--- config.mk ---
export PLATFORM = sky130hd
export DESIGN_NAME = apb_wait_completer
export DESIGN_NICKNAME = d
export VERILOG_FILES = /design/src/rtl/apb_wait_completer.sv
export SDC_FILE = /design/constraint.sdc
export NUM_CORES = 1
export LEC_CHECK = 0
export BUFFER_PORTS_ARGS = -buffer_cell sky130_fd_sc_hd__buf_2
export CAP_MARGIN = 10
export CORE_MARGIN = 2
export CORE_UTILIZATION = 53
export DETAILED_ROUTE_END_ITERATION = 16
export PLACE_DENSITY = 0.71
export REMOVE_ABC_BUFFERS = 1
export SLEW_MARGIN = 0
export SYNTH_ARGS = -nofsm -noshare
export SYNTH_HDL_FRONTEND = slang
export SYNTH_SLANG_ARGS = --single-unit
--- constraint.sdc ---
create_clock -name pclk -period 20.6 [get_ports pclk]
set_input_delay 3.09 -clock pclk [delete_from_list [all_inputs] [get_ports pclk]]
set_output_delay 3.09 -clock pclk [all_outputs]
set_load 0.1 [all_outputs]
--- src/rtl/apb_wait_completer.sv ---
// APB4 completer with a DEPTH-word byte-strobed register bank, fixed WAIT wait states,
// PSLVERR on misaligned/out-of-range/read-only accesses and a committed-write counter (WCNT).
module apb_wait_completer #(
  parameter int DATA  = 32,
  parameter int ADDR  = 32,
  parameter int DEPTH = 16,
  parameter int WAIT  = 2
) (
  input  logic              pclk,
  input  logic              preset,
  input  logic [ADDR-1:0]   paddr,
  input  logic              pwrite,
  input  logic [DATA-1:0]   pwdata,
  input  logic [DATA/8-1:0] pstrb,
  input  logic              psel,
  input  logic              penable,
  output logic [DATA-1:0]   prdata,
  output logic              pready,
  output logic              pslverr
);

  localparam int IW = $clog2(DEPTH);
  localparam int NB = DATA / 8;
  localparam logic [ADDR-1:0] WCNT_ADDR = ADDR'(DEPTH * 4);

  typedef enum logic [1:0] {S_IDLE, S_WAIT, S_READY} state_t;

  state_t          state, state_nxt;
  logic [3:0]      cnt, cnt_nxt;
  logic            enter_ready;

  logic [IW-1:0]   l_idx;
  logic            l_wcnt, l_write, l_err;
  logic [DATA-1:0] l_wdata;
  logic [NB-1:0]   l_strb;

  logic [DATA-1:0] bank [DEPTH];
  logic [31:0]     wcnt;

  logic            setup, live_err, live_wcnt;
  logic [IW-1:0]   live_idx;
  logic [IW-1:0]   src_idx;
  logic            src_wcnt, src_write, src_err;
  logic [DATA-1:0] rdval;
  logic            pready_nxt, pslverr_nxt;
  logic [DATA-1:0] prdata_nxt;
  logic            commit;

  assign setup     = psel & ~penable;
  assign live_wcnt = (paddr == WCNT_ADDR);
  assign live_idx  = paddr[2 +: IW];
  assign live_err  = (paddr[1:0] != 2'b00) | (paddr > WCNT_ADDR) | (pwrite & live_wcnt);
  assign commit    = (state == S_READY) & l_write & ~l_err;

  // State register; the registered outputs are loaded from the output logic below
  always_ff @(posedge pclk or posedge preset) begin
    if (preset) begin
      state   <= S_IDLE;
      cnt     <= '0;
      pready  <= 1'b0;
      pslverr <= 1'b0;
      prdata  <= '0;
      l_idx   <= '0;
      l_wcnt  <= 1'b0;
      l_write <= 1'b0;
      l_err   <= 1'b0;
      l_wdata <= '0;
      l_strb  <= '0;
    end else begin
      state   <= state_nxt;
      cnt     <= cnt_nxt;
      pready  <= pready_nxt;
      pslverr <= pslverr_nxt;
      prdata  <= prdata_nxt;
      if (state == S_IDLE && setup) begin
        l_idx   <= live_idx;
        l_wcnt  <= live_wcnt;
        l_write <= pwrite;
        l_err   <= live_err;
        l_wdata <= pwdata;
        l_strb  <= pstrb;
      end
    end
  end

  always_comb begin
    state_nxt   = state;
    cnt_nxt     = cnt;
    enter_ready = 1'b0;
    case (state)
      S_IDLE: begin
        if (setup) begin
          if (WAIT == 0) begin
            state_nxt   = S_READY;
            enter_ready = 1'b1;
          end else begin
            state_nxt = S_WAIT;
            cnt_nxt   = 4'(WAIT - 1);
          end
        end
      end
      S_WAIT: begin
        if (!psel) begin
          state_nxt = S_IDLE;
        end else if (cnt == 4'd0) begin
          state_nxt   = S_READY;
          enter_ready = 1'b1;
        end else begin
          cnt_nxt = cnt - 4'd1;
        end
      end
      S_READY: state_nxt = S_IDLE;
      default: state_nxt = S_IDLE;
    endcase
  end

  // With WAIT=0 the READY entry happens on the setup edge, so the live request is used
  always_comb begin
    src_idx     = (state == S_IDLE) ? live_idx  : l_idx;
    src_wcnt    = (state == S_IDLE) ? live_wcnt : l_wcnt;
    src_write   = (state == S_IDLE) ? pwrite    : l_write;
    src_err     = (state == S_IDLE) ? live_err  : l_err;
    if (src_write || src_err) rdval = '0;
    else if (src_wcnt)        rdval = DATA'(wcnt);
    else                      rdval = bank[src_idx];
    pready_nxt  = enter_ready;
    pslverr_nxt = enter_ready & src_err;
    prdata_nxt  = enter_ready ? rdval : '0;
  end

  always_ff @(posedge pclk or posedge preset) begin
    if (preset) begin
      for (int unsigned i = 0; i < DEPTH; i++) bank[i] <= '0;
      wcnt <= '0;
    end else if (commit) begin
      for (int unsigned k = 0; k < NB; k++)
        if (l_strb[k]) bank[l_idx][8*k +: 8] <= l_wdata[8*k +: 8];
      wcnt <= wcnt + 32'd1;
    end
  end

endmodule

### Word level (Yosys, flattened, before mapping)

Index checks and enable logic that the tools add are counted.
W data, S select, Z words.

* equal/unequal tests: 7
* order comparisons: 4
* reduce and logical (&&, ||, !) cells: 9
* multiplexer cells: 40
* bitwise operators: 11
* add/sub/neg operators: 2

Operators with widths (number)
* $mux W512: 7
* $bwmux W512: 4
* $demux W32 S4: 4
* $mux W32: 6
* $bmux W32 S4: 1
* $add A32 B1 Y32 const B: 1
* $eq A32 B7 Y1 const B: 1
* $gt A32 B7 Y1 const B: 1
* $mux W24: 1
* $mux W16: 1
* $mux W4: 4
* $ge A5 B5 Y1 const B: 2
* $not A4 Y5: 2
* $mux W8: 1
* $pmux W4 S2: 1
* $mux W1: 6
* $mux W2: 3
* $ne A2 B2 Y1 const B: 3
* $and A1 B1 Y1: 5
* $lt A5 B1 Y1 const B: 1
* $logic_not A4 Y1: 1
* $pmux W2 S2: 1
* $reduce_and A4 Y1: 1
* $reduce_bool A2 Y1: 2
* 10 further kinds: 13

* output and inout bits: 34
* bits in registers: 627
* input bits: 73

### Longest topological paths before layout

Gate-level depths: netlist of run 1.

* depth after elaboration: 16
* gate-level depth with buffers: 9
* gate-level depth less buffers: 7

### Worst setup path before layout of run 1

Ideal clock, no wire load.

* kind: input port to flip-flop
* from: input port paddr[2]
* to: register prdata[29]
* arrival time: 4.535 ns
* path slack: 15.942 ns
* stages on the path: 8
* buffers on the path: 3
* path through: or3b_1 -> buf_2 -> buf_2 -> clkbuf_1 -> and3_1 -> a211oi_1 -> nor4_1 -> o221a_1

* cells in the longest elaborated chain, start to end: 8

Ends and longest elaborated chain
* start: declaration: RTL line 11 `input logic [ADDR-1:0] paddr,`
* branches (longest 6 deep; another with $gt A32 B7 Y1)
* $mux W32 *: RTL line 123 `if (src_write || src_err) rdval = '0;`
* $mux W32 *: RTL line 128 `prdata_nxt = enter_ready ? rdval : '0;`
* via prdata_nxt[29]: RTL line 46 `logic [DATA-1:0] prdata_nxt;`
* end signal: assignment: RTL line 74 `prdata <= prdata_nxt;`
* end: declaration: RTL line 17 `output logic [DATA-1:0] prdata,`

Mark *: on every way through the listed nets, which the timed path passes. The select of a mux whose other input is x is not followed.
A chain may end at the register's enable or synchronous reset.

==> results.json, run 1 <==
{
  "synth_edf_count": 0,
  "swShare": 0.3049,
  "drive_gt1_frac": 0.3308,
  "finalCritPeriodShare": 0.3245,
  "hold_violations": 0,
  "rr_worst_depth": 7,
  "syn_inst": 2244,
  "globalRouteTotalUtil": 0.2750,
  "rsz0062_at_grt": "no",
  "critPathMaxFanout": 174,
  "gp_congestion": 0.8048,
  "multi_input_area_um2": 12290,
  "hold_path_class": "register to register",
  "vias_per_cell": 6.376,
  "cts_root_buf": "clkbuf_16",
  "grt_pass1_wl_mm": 118.7,
  "yosys.area.top_type_share": 0.5458,
  "p_clk_frac": 0.400,
  "insertion_delay_ps": 600,
  "max_freq_mhz": 149.6,
  "first_global_vias": 20050,
  "ctsHoldBuffers": 0,
  "cp.arrival_ps": 7270,
  "synth_ff_type": "dfrtp_1",
  "grt_max_degree": 175,
  "post_cts_resize_count": 0,
  "drv_slew": 0,
  "yosysWarnings": 0,
  "hold_path_depth": 1,
  "r2r_end": "prdata[9]",
  "start_util": 0.5352,
  "ios": 107,
  "area_delta_synth_final_pct": 11.47,
  "synth-seq-area-share": 0.5458,
  "switching_power_mw": 0.9446,
  "synthArstFlopShare": 1.000,
  "setup_viol": 0,
  "fillers": 4205,
  "clk_pin_slew_ps": 60,
  "tritoncts": "built",
  "die_area_um2": 56110,
  "drtIter0Drc": 1530,
  "power_mw": 3.098,
  "period_needed_ps": 6686,
  "antenna_found_initial": 1,
  "end_kind": "async pin",
  "wl_met1_mm": 32.21,
  "leakagePower_nw": 16.28,
  "cts.sinks": 627,
  "layout.nets": 2355,
  "fin_util": 0.5966,
  "postLayoutCellArea_um2": 32040,
  "fp-row-count": 85,
  "dp_hpwl_mm": 44.01,
  "worst_pin_slew_ps": 1081,
  "antenna_cells": 0,
  "gr-total-overflow": 0,
  "path_class": "input port to async pin",
  "core_um2": 53710,
  "synth_top_cell_by_area": "dfrtp_1",
  "ant_nets": 0,
  "wl_mm": 76.04,
  "syn_avg_cell_area_um2": 12.81,
  "regArea_um2": 15690,
  "route.vias.total": 19260,
  "die_w_um": 236.9,
  "remaining_drc_errors": 0,
  "dr.pass1.iters": 5,
  "hp-start": "bank[383]",
  "synthDistinctLibCells": 51,
  "intPower_mw": 2.153,
  "required_ps": 21190,
  "die_h_um": 236.9,
  "r2r_start": "state[0]",
  "cts_buffers": 67,
  "place_area_um2": 29750,
  "status": "completed",
  "rrSetupSlack_ps": 16180,
  "postCtsSetupBuffers": 0,
  "met2_length_mm": 35.87,
  "min_to": "bank[383]",
  "skew_ps": 13.10,
  "h-tree-depth": 3,
  "wl_per_cell_um": 25.17,
  "highest_layer": "met5",
  "synth_area_leaders": "dfrtp_1 55%, mux2_2 19%, a211oi_1 5.9%",
  "portBuffers": 106,
  "wl_met3_mm": 4.918,
  "drv_cap": 0,
  "crit_path_start_kind": "input port",
  "maxSlewHeadroom": 0.2735,
  "netlist_area_um2": 28750,
  "synth_seq_cells": 627,
  "p_per_area_nw_per_um2": 96.67,
  "peakVddDrop_v": 0.00006880,
  "comb_power_share": 0.153,
  "cts_buffer_depth": 3,
  "p_seq_frac": 0.447
}
[layout make-up]
class | count | share of cell area
clock buffer | 107 | 0.06849
clock inverter | 8 | 0.003007
inverter | 38 | 0.004686
multi-input combinational | 1411 | 0.3835
sequential | 627 | 0.4897
tap | 696 | 0.02718
timing repair buffer | 134 | 0.02351
[logic make-up (layout without fill, tap and decap cells)]
family	after synthesis	count (layout)	share of synthesized area
fa+ha+maj	3	3	0.001306
mux	587	587	0.2285
simple gates	451	451	0.08906
buf+inv	206	287	0.03029
compound gates	337	337	0.09493
flops	627	627	0.5458
xor+xnor	33	33	0.01005
[metrics by stage]
stage	setup TNS (ps)	std cells	hold slack (ps)	worst slack, ps
2_1_floorplan	-31610	2076	445.5	-50.42
4_1_cts	0	3021	491.7	13750
3_3_place_gp	0	2906	465.3	13250
6_report	0	3021	489.3	13910
3_5_place_dp	0	2906	473.5	13120
5_1_grt	0	3021	500.2	13200
[worst max-delay path by stage]
stage | from | endpoint | slack [ps] | cells after the start
6_report | preset | l_wdata[9] | 13910 | 6
5_1_grt | preset | bank[334] | 13200 | 6
4_1_cts | preset | bank[368] | 13750 | 6
3_5_place_dp | preset | bank[368] | 13120 | 6
3_3_place_gp | preset | bank[80] | 13250 | 6
2_1_floorplan | preset | bank[0] | -50 | 1
[cell usage in the layout (no fill, tap or decap), types with 27 or more instances in the layout]
| cell | netlist | layout |
|---|---|---|
| a211oi_1 | 226 | 226 |
| a21oi_1 | 36 | 34 |
| and3_1 | 230 | 230 |
| buf_2 | 39 | 106 |
| buf_4 | 6 | 27 |
| clkbuf_16 | 0 | 73 |
| dfrtp_1 | 627 | 627 |
| inv_1 | 37 | 36 |
| mux2_1 | 59 | 59 |
| mux2_2 | 495 | 495 |
| mux2i_1 | 33 | 32 |
| nand2_1 | 86 | 86 |
| nor2_1 | 27 | 27 |
| nor4_1 | 43 | 43 |
| o221a_1 | 32 | 32 |
| xnor2_1 | 31 | 31 |
[power by group through the flow]
stage / Combinational, mW / Clock, mW / Sequential, mW
after floorplan: 0.286 / 0 / 1.36
after detailed placement: 0.467 / 0 / 1.40
after global routing: 0.504 / 1.31 / 1.40
after global placement: 0.458 / 0 / 1.40
after CTS: 0.470 / 1.25 / 1.38
final: 0.474 / 1.24 / 1.38
[synthesized netlist by cell type, types with 3 or more instances]
| master | count |
|---|---|
| dfrtp_1 | 627 |
| mux2_2 | 495 |
| and3_1 | 230 |
| a211oi_1 | 226 |
| clkbuf_1 | 120 |
| nand2_1 | 86 |
| mux2_1 | 59 |
| nor4_1 | 43 |
| buf_2 | 39 |
| inv_1 | 37 |
| a21oi_1 | 36 |
| mux2i_1 | 33 |
| o221a_1 | 32 |
| xnor2_1 | 31 |
| nor2_1 | 27 |
| a2111oi_2 | 19 |
| nor3_1 | 13 |
| a2111oi_0 | 12 |
| nand4_1 | 9 |
| nand3_1 | 8 |
| and2_1 | 6 |
| buf_4 | 6 |
| nand2b_1 | 6 |
| nor3b_1 | 4 |
| and4_1 | 3 |
| ha_1 | 3 |
| nor4b_1 | 3 |
[per-layer routing]
layer,vias up,GRT usage
met3,211,0.05269
met5,-,0
met2,625,0.4414
li1,8444,-
met1,9981,0.3690
met4,2,0.1135
[flip-flops by register name, summed over array words and instances (netlist names)]
signal and flops:
bank 512, l_wdata 32, l_err 1, l_wcnt 1
prdata 32, l_idx 4, wcnt 32, l_strb 4
l_write 1, cnt 4, pready 1, state 2
pslverr 1
[critical path, stage by stage]
cell and delay [ps]:
buf_2 130, inv_8 490, buf_12 690, buf_4 850, buf_4 840, buf_4 860
No activity file was read; power rests on OpenSTA's default activity.
==> run 2, diff against run 1 <==
PLACE_DENSITY = 0.68   (was 0.71)
clock period = 6.2 ns   (was 20.6 ns; I/O delays follow)
==> run 2 against run 1 <==
Die area did not move. Largest power group unchanged. Critical path depth rose by 1. Combinational power rose to 3.3 times the previous value. Clock power rose to 3.3 times the previous value. Via count fell by 0.91%. Register-to-register slack got worse by 14000 ps.
==> results.json, run 2 (same netlist as run 1, synthesis figures left out) <==
{
  "fp-row-count": 85,
  "drv_slew": 0,
  "route.vias.total": 19090,
  "drive_gt1_frac": 0.3316,
  "required_ps": 6730,
  "grt_pass1_wl_mm": 116.5,
  "end_kind": "register",
  "status": "completed",
  "wl_mm": 74.05,
  "clk_pin_slew_ps": 60,
  "maxSlewHeadroom": 0.2035,
  "regMostFlops": "bank",
  "max_freq_mhz": 251.3,
  "rrSetupSlack_ps": 2220,
  "cts_buffer_depth": 3,
  "ant_nets": 0,
  "r2r_end": "prdata[0]",
  "cts.sinks": 627,
  "gp_congestion": 0.8294,
  "crit_path_start_kind": "register",
  "cts_root_buf": "clkbuf_16",
  "critPathMaxFanout": 88,
  "fin_cells": 3032,
  "r2r_start": "state[0]",
  "first_global_vias": 19570,
  "leakagePower_nw": 16.30,
  "layout.nets": 2361,
  "path_buf_inv": 2,
  "setup_ws_ps": 2221,
  "h-tree-depth": 3,
  "period_needed_ps": 3979,
  "finalCritPeriodShare": 0.6418,
  "drtIter0Drc": 1816,
  "rsz0062_at_grt": "no",
  "setup_viol": 0,
  "worst_pin_slew_ps": 1195,
  "rr_worst_depth": 7,
  "grt_max_degree": 182,
  "wl_per_cell_um": 24.42,
  "p_per_area_nw_per_um2": 320.8,
  "tritoncts": "built",
  "drv_cap": 0,
  "switching_power_mw": 3.151,
  "area_delta_synth_final_pct": 11.61,
  "comb_power_share": 0.153,
  "dp_hpwl_mm": 45.35,
  "final_cell_mix": "627 x dfrtp_1, 495 x mux2_2, 230 x and3_1, 226 x a211oi_1, 106 x buf_2",
  "swShare": 0.3061,
  "critPathTopFamily": "compound AO/OA/AOI/OAI gates",
  "ctsHoldBuffers": 0,
  "place_inst": 2911,
  "vias_per_cell": 6.295,
  "peakVddDrop_v": 0.0002437,
  "die_h_um": 236.9,
  "insertion_delay_ps": 600,
  "path_common_cell": "buf_4",
  "power_mw": 10.29,
  "post_cts_resize_count": 0,
  "final_common_cell": "dfrtp_1",
  "crit_chain": "o21ai_4 > buf_4 > buf_4 > and3_1 > a211oi_1 > a2111oi_0 > o221a_1",
  "path_class": "register to register",
  "slowest_delay_ps": 810,
  "remaining_drc_errors": 0,
  "gr-total-overflow": 0,
  "p_seq_frac": 0.447,
  "intPower_mw": 7.142,
  "ios": 107,
  "dr.pass1.iters": 5,
  "cp_slowest_cell": "a2111oi_0",
  "p_clk_frac": 0.399,
  "cp.arrival_ps": 4510,
  "globalRouteTotalUtil": 0.2684,
  "portBuffers": 106,
  "die_area_um2": 56110,
  "crit_cells": 7,
  "antenna_found_initial": 4,
  "cts_buffers": 68,
  "hold_violations": 0,
  "largest_register_ffs": 512,
  "start_util": 0.5352,
  "skew_ps": 20.86,
  "core_um2": 53710,
  "die_w_um": 236.9,
  "pre_cts_slack_ps": 2049,
  "postCtsSetupBuffers": 0,
  "hold_path_class": "input port to async pin"
}
run 2: cell types whose count changed in the layout (fill, tap and decap cells not counted), sizes merged:
cell    change
buf         +5
bufinv      +1
clkbuf      +1
clkinv      +2
diode       +2
run 2: through the flow:
| step | util | area [um2] | setup TNS, ps | hold WS, ps |
|---|---|---|---|---|
| 4_1_cts | 0.5973 | 32080 | 0 | 476.8 |
| 5_1_grt | 0.5973 | 32080 | 0 | 481.0 |
| 3_3_place_gp | 0.5550 | 29810 | 0 | 464.7 |
| 2_1_floorplan | - | 28020 | -7706090 | 445.5 |
| 3_5_place_dp | 0.5550 | 29810 | 0 | 469.1 |
| 6_report | 0.5974 | 32080 | 0 | 453.0 |
run 2: worst max path at each step:
stage / from / to / slack (ps)
2_1_floorplan: preset / bank[0] / -12290
5_1_grt: state[1] / prdata[7] / 2160
4_1_cts: state[1] / prdata[0] / 2350
3_3_place_gp: paddr[2] / prdata[30] / 2190
3_5_place_dp: paddr[2] / prdata[30] / 2050
6_report: state[0] / prdata[0] / 2220
run 2: cell type report:
| type | count | area (um2) |
|---|---|---|
| clock inverter | 11 | 133.9 |
| sequential | 627 | 15690 |
| clock buffer | 108 | 2136 |
| multi-input combinational | 1411 | 12290 |
| tap | 696 | 870.8 |
| fill | 4152 | 21620 |
| inverter | 38 | 150.1 |
| antenna | 2 | 5.005 |
| timing repair buffer | 139 | 803.3 |
run 2: layer usage:
layer,vias to the layer above,share of wire,GRT usage
met5,-,0.00018,0
met4,2,0.035,0.09705
met3,168,0.045,0.04138
met2,476,0.47,0.4260
met1,9961,0.45,0.3770
li1,8480,-,-
run 2: power groups by stage:
stage	combinational [mW]	clock (mW)	sequential, mW
after floorplan	0.951	0	4.51
after global placement	1.54	0	4.66
after detailed placement	1.57	0	4.68
after CTS	1.57	4.17	4.61
after global routing	1.69	4.35	4.65
final	1.58	4.11	4.61
==> run 3, diff against run 2 <==
ABC_AREA = 1   (was unset)
PLACE_DENSITY = 0.71   (was 0.68)
clock period = 3.35 ns   (was 6.2 ns; I/O delays follow)
==> run 3 against run 2 <==
The flow now finishes with violations (hold timing). Final cell count rose by 40%. Largest power group unchanged. Global-route usage up 3.1 points. Utilization shrank 0.20 points. Clock-buffer cell count shrank 10. Via count rose by 30%. First-iteration DRC count up 42%. Maximum frequency grew 45%. Sequential share of layout area decreased by 0.12 points. Wire length is 11% higher. Worst hold slack worse by 460 ps. Clock power rose by 79%. Critical path depth increased by 1.
==> results.json, run 3 <==
{
  "layout.nets": 3575,
  "synth_top_cell_by_area": "dfrtp_1",
  "maxSlewHeadroom": 0.2764,
  "synthArstFlopShare": 1.000,
  "fillers": 4862,
  "required_ps": 3880,
  "whs_ps": -11.08,
  "r2r_start": "state[1]",
  "regArea_um2": 15690,
  "tritoncts": "built",
  "first_global_vias": 23930,
  "cp_slowest_cell": "buf_4",
  "cp-startpoint": "state[1]",
  "die_h_um": 238.2,
  "cts_root_buf": "clkbuf_16",
  "grt_max_degree": 97,
  "rsz0062_at_grt": "no",
  "wl_per_cell_um": 19.41,
  "post_cts_resize_count": 0,
  "largest_register_ffs": 512,
  "dr.pass1.iters": 6,
  "synth_area_leaders": "dfrtp_1 54%, nand2_1 13%, nand3_1 11%",
  "worst_pin_slew_ps": 1084,
  "globalRouteTotalUtil": 0.2989,
  "yosys.area.top_type_share": 0.5395,
  "drv_cap": 0,
  "leakagePower_nw": 14.80,
  "path_class": "register to register",
  "cp.arrival_ps": 3270,
  "synth-seq-area-share": 0.5395,
  "core_um2": 54030,
  "p_per_area_nw_per_um2": 657.9,
  "synth_seq_cells": 627,
  "dp_hpwl_mm": 49.53,
  "setup_ws_ps": 605.1,
  "final_common_cell": "nand2_1",
  "skew_ps": 25.12,
  "drtIter0Drc": 2577,
  "die_w_um": 238.2,
  "path_buf_inv": 2,
  "rrSetupSlack_ps": 610,
  "pre_cts_slack_ps": 759.4,
  "synth_edf_count": 0,
  "crit_cells": 8,
  "yosys-top-cells-count": "988 x nand2_1, 657 x nand3_1, 627 x dfrtp_1",
  "clk_pin_slew_ps": 60,
  "synthDistinctLibCells": 30,
  "cts_buffer_depth": 3,
  "antenna_cells": 0,
  "h-tree-depth": 3,
  "drv_slew": 0,
  "max_freq_mhz": 364.3,
  "yosysWarnings": 0,
  "grt_pass1_wl_mm": 133.6,
  "period_needed_ps": 2745,
  "area_delta_synth_final_pct": 10.60,
  "slowest_delay_ps": 600,
  "gr-total-overflow": 0,
  "hold_violations": 3,
  "insertion_delay_ps": 620,
  "ctsHoldBuffers": 0,
  "drive_gt1_frac": 0.1007,
  "path_common_cell": "nand3_1",
  "status": "finished, violations left",
  "rr_worst_depth": 8,
  "setup_viol": 0,
  "route.vias.total": 24780,
  "ios": 107,
  "start_util": 0.5383,
  "multi_input_area_um2": 11710,
  "wl_mm": 82.32,
  "gp_congestion": 0.8643,
  "vias_per_cell": 5.842,
  "postCtsSetupBuffers": 0,
  "synth_ff_type": "dfrtp_1",
  "critPathMaxFanout": 41,
  "synthMostInstantiatedCell": "nand2_1",
  "r2r_end": "prdata[5]",
  "ant_nets": 0,
  "syn_inst": 3502,
  "portBuffers": 106,
  "cts.sinks": 627,
  "cts_buffers": 69,
  "power_mw": 21.16,
  "die_area_um2": 56760,
  "critical_path.endpoint": "prdata[5]",
  "final_cell_mix": "984 x nand2_1, 657 x nand3_1, 627 x dfrtp_1, 484 x o21ai_0, 121 x nor2_1",
  "end_kind": "register",
  "crit_chain": "nor2_4 > o21ai_4 > inv_2 > buf_4 > nand3_1 > nand3_1 > a21oi_1 > nor2_1",
  "hold_path_class": "input port to async pin",
  "critPathTopFamily": "buffers and inverters",
  "finalCritPeriodShare": 0.8194,
  "crit_path_start_kind": "register",
  "syn_avg_cell_area_um2": 8.304,
  "remaining_drc_errors": 0,
  "violations": "hold timing",
  "regMostFlops": "bank",
  "antenna_found_initial": 0,
  "netlist_area_um2": 29080,
  "peakVddDrop_v": 0.0005363,
  "fp-row-count": 85
}
## run 3: worst register-to-register path, delay by kind of cell (launching register included)
kind,cells,cell delay [ps]
AOI/OAI and AO/OA,2,180
buffers and inverters,2,1060
and+or+nand+nor,4,970
DFF,1,460
## run 3: stage by stage
step           instances  TNS (ps)  cell area, um2  utilization
2_1_floorplan       3259  -9291220           27800            -
3_3_place_gp        4124         0           30010       0.5554
3_5_place_dp        4124         0           30010       0.5554
4_1_cts             4241         0           32160       0.5953
5_1_grt             4241         0           32160       0.5953
6_report            4241         0           32160       0.5953
## run 3: report_power, final
part           switching (mW)  internal [mW]  leakage (nW)
combinational            4.46           1.45          5.04
sequential              0.104           7.79          8.69
clock                    3.10           4.25          1.07
## run 3: worst min-delay path by stage
stage                      to  slack (ps)
floorplan            wcnt[16]         440
global placement     wcnt[16]         460
detailed placement   wcnt[16]         460
CTS                 bank[122]           9
global route        prdata[5]          20
finish              prdata[5]         -10
## run 3: final cells by class
| cell class | instances | area share |
|---|---|---|
| Sequential cell | 627 | 0.4878 |
| Multi-Input combinational cell | 2505 | 0.3640 |
| Clock buffer | 98 | 0.06244 |
| Timing Repair Buffer | 169 | 0.03898 |
| Tap cell | 696 | 0.02708 |
| Inverter | 127 | 0.01505 |
| Clock inverter | 19 | 0.004629 |
## run 3: cells by family (layout without fill, tap and decap cells)
logic type,Yosys count,count (layout),synth area share
AOI/OAI and AO/OA,630,630,0.1112
xor gates and xnor gates,28,28,0.008433
adders and majority gates,3,3,0.001291
buffers and inverters,370,413,0.06058
DFF,627,627,0.5395
and+or+nand+nor,1844,1844,0.2790
## run 3: metal layers
metal | track usage | up-vias | routed length, um
li1 | - | 11610 | -
met3 | 0.05993 | 186 | 7024
met4 | 0.1119 | 0 | 2700
met2 | 0.4545 | 1074 | 36610
met5 | 0 | - | 0
met1 | 0.4261 | 11910 | 35990
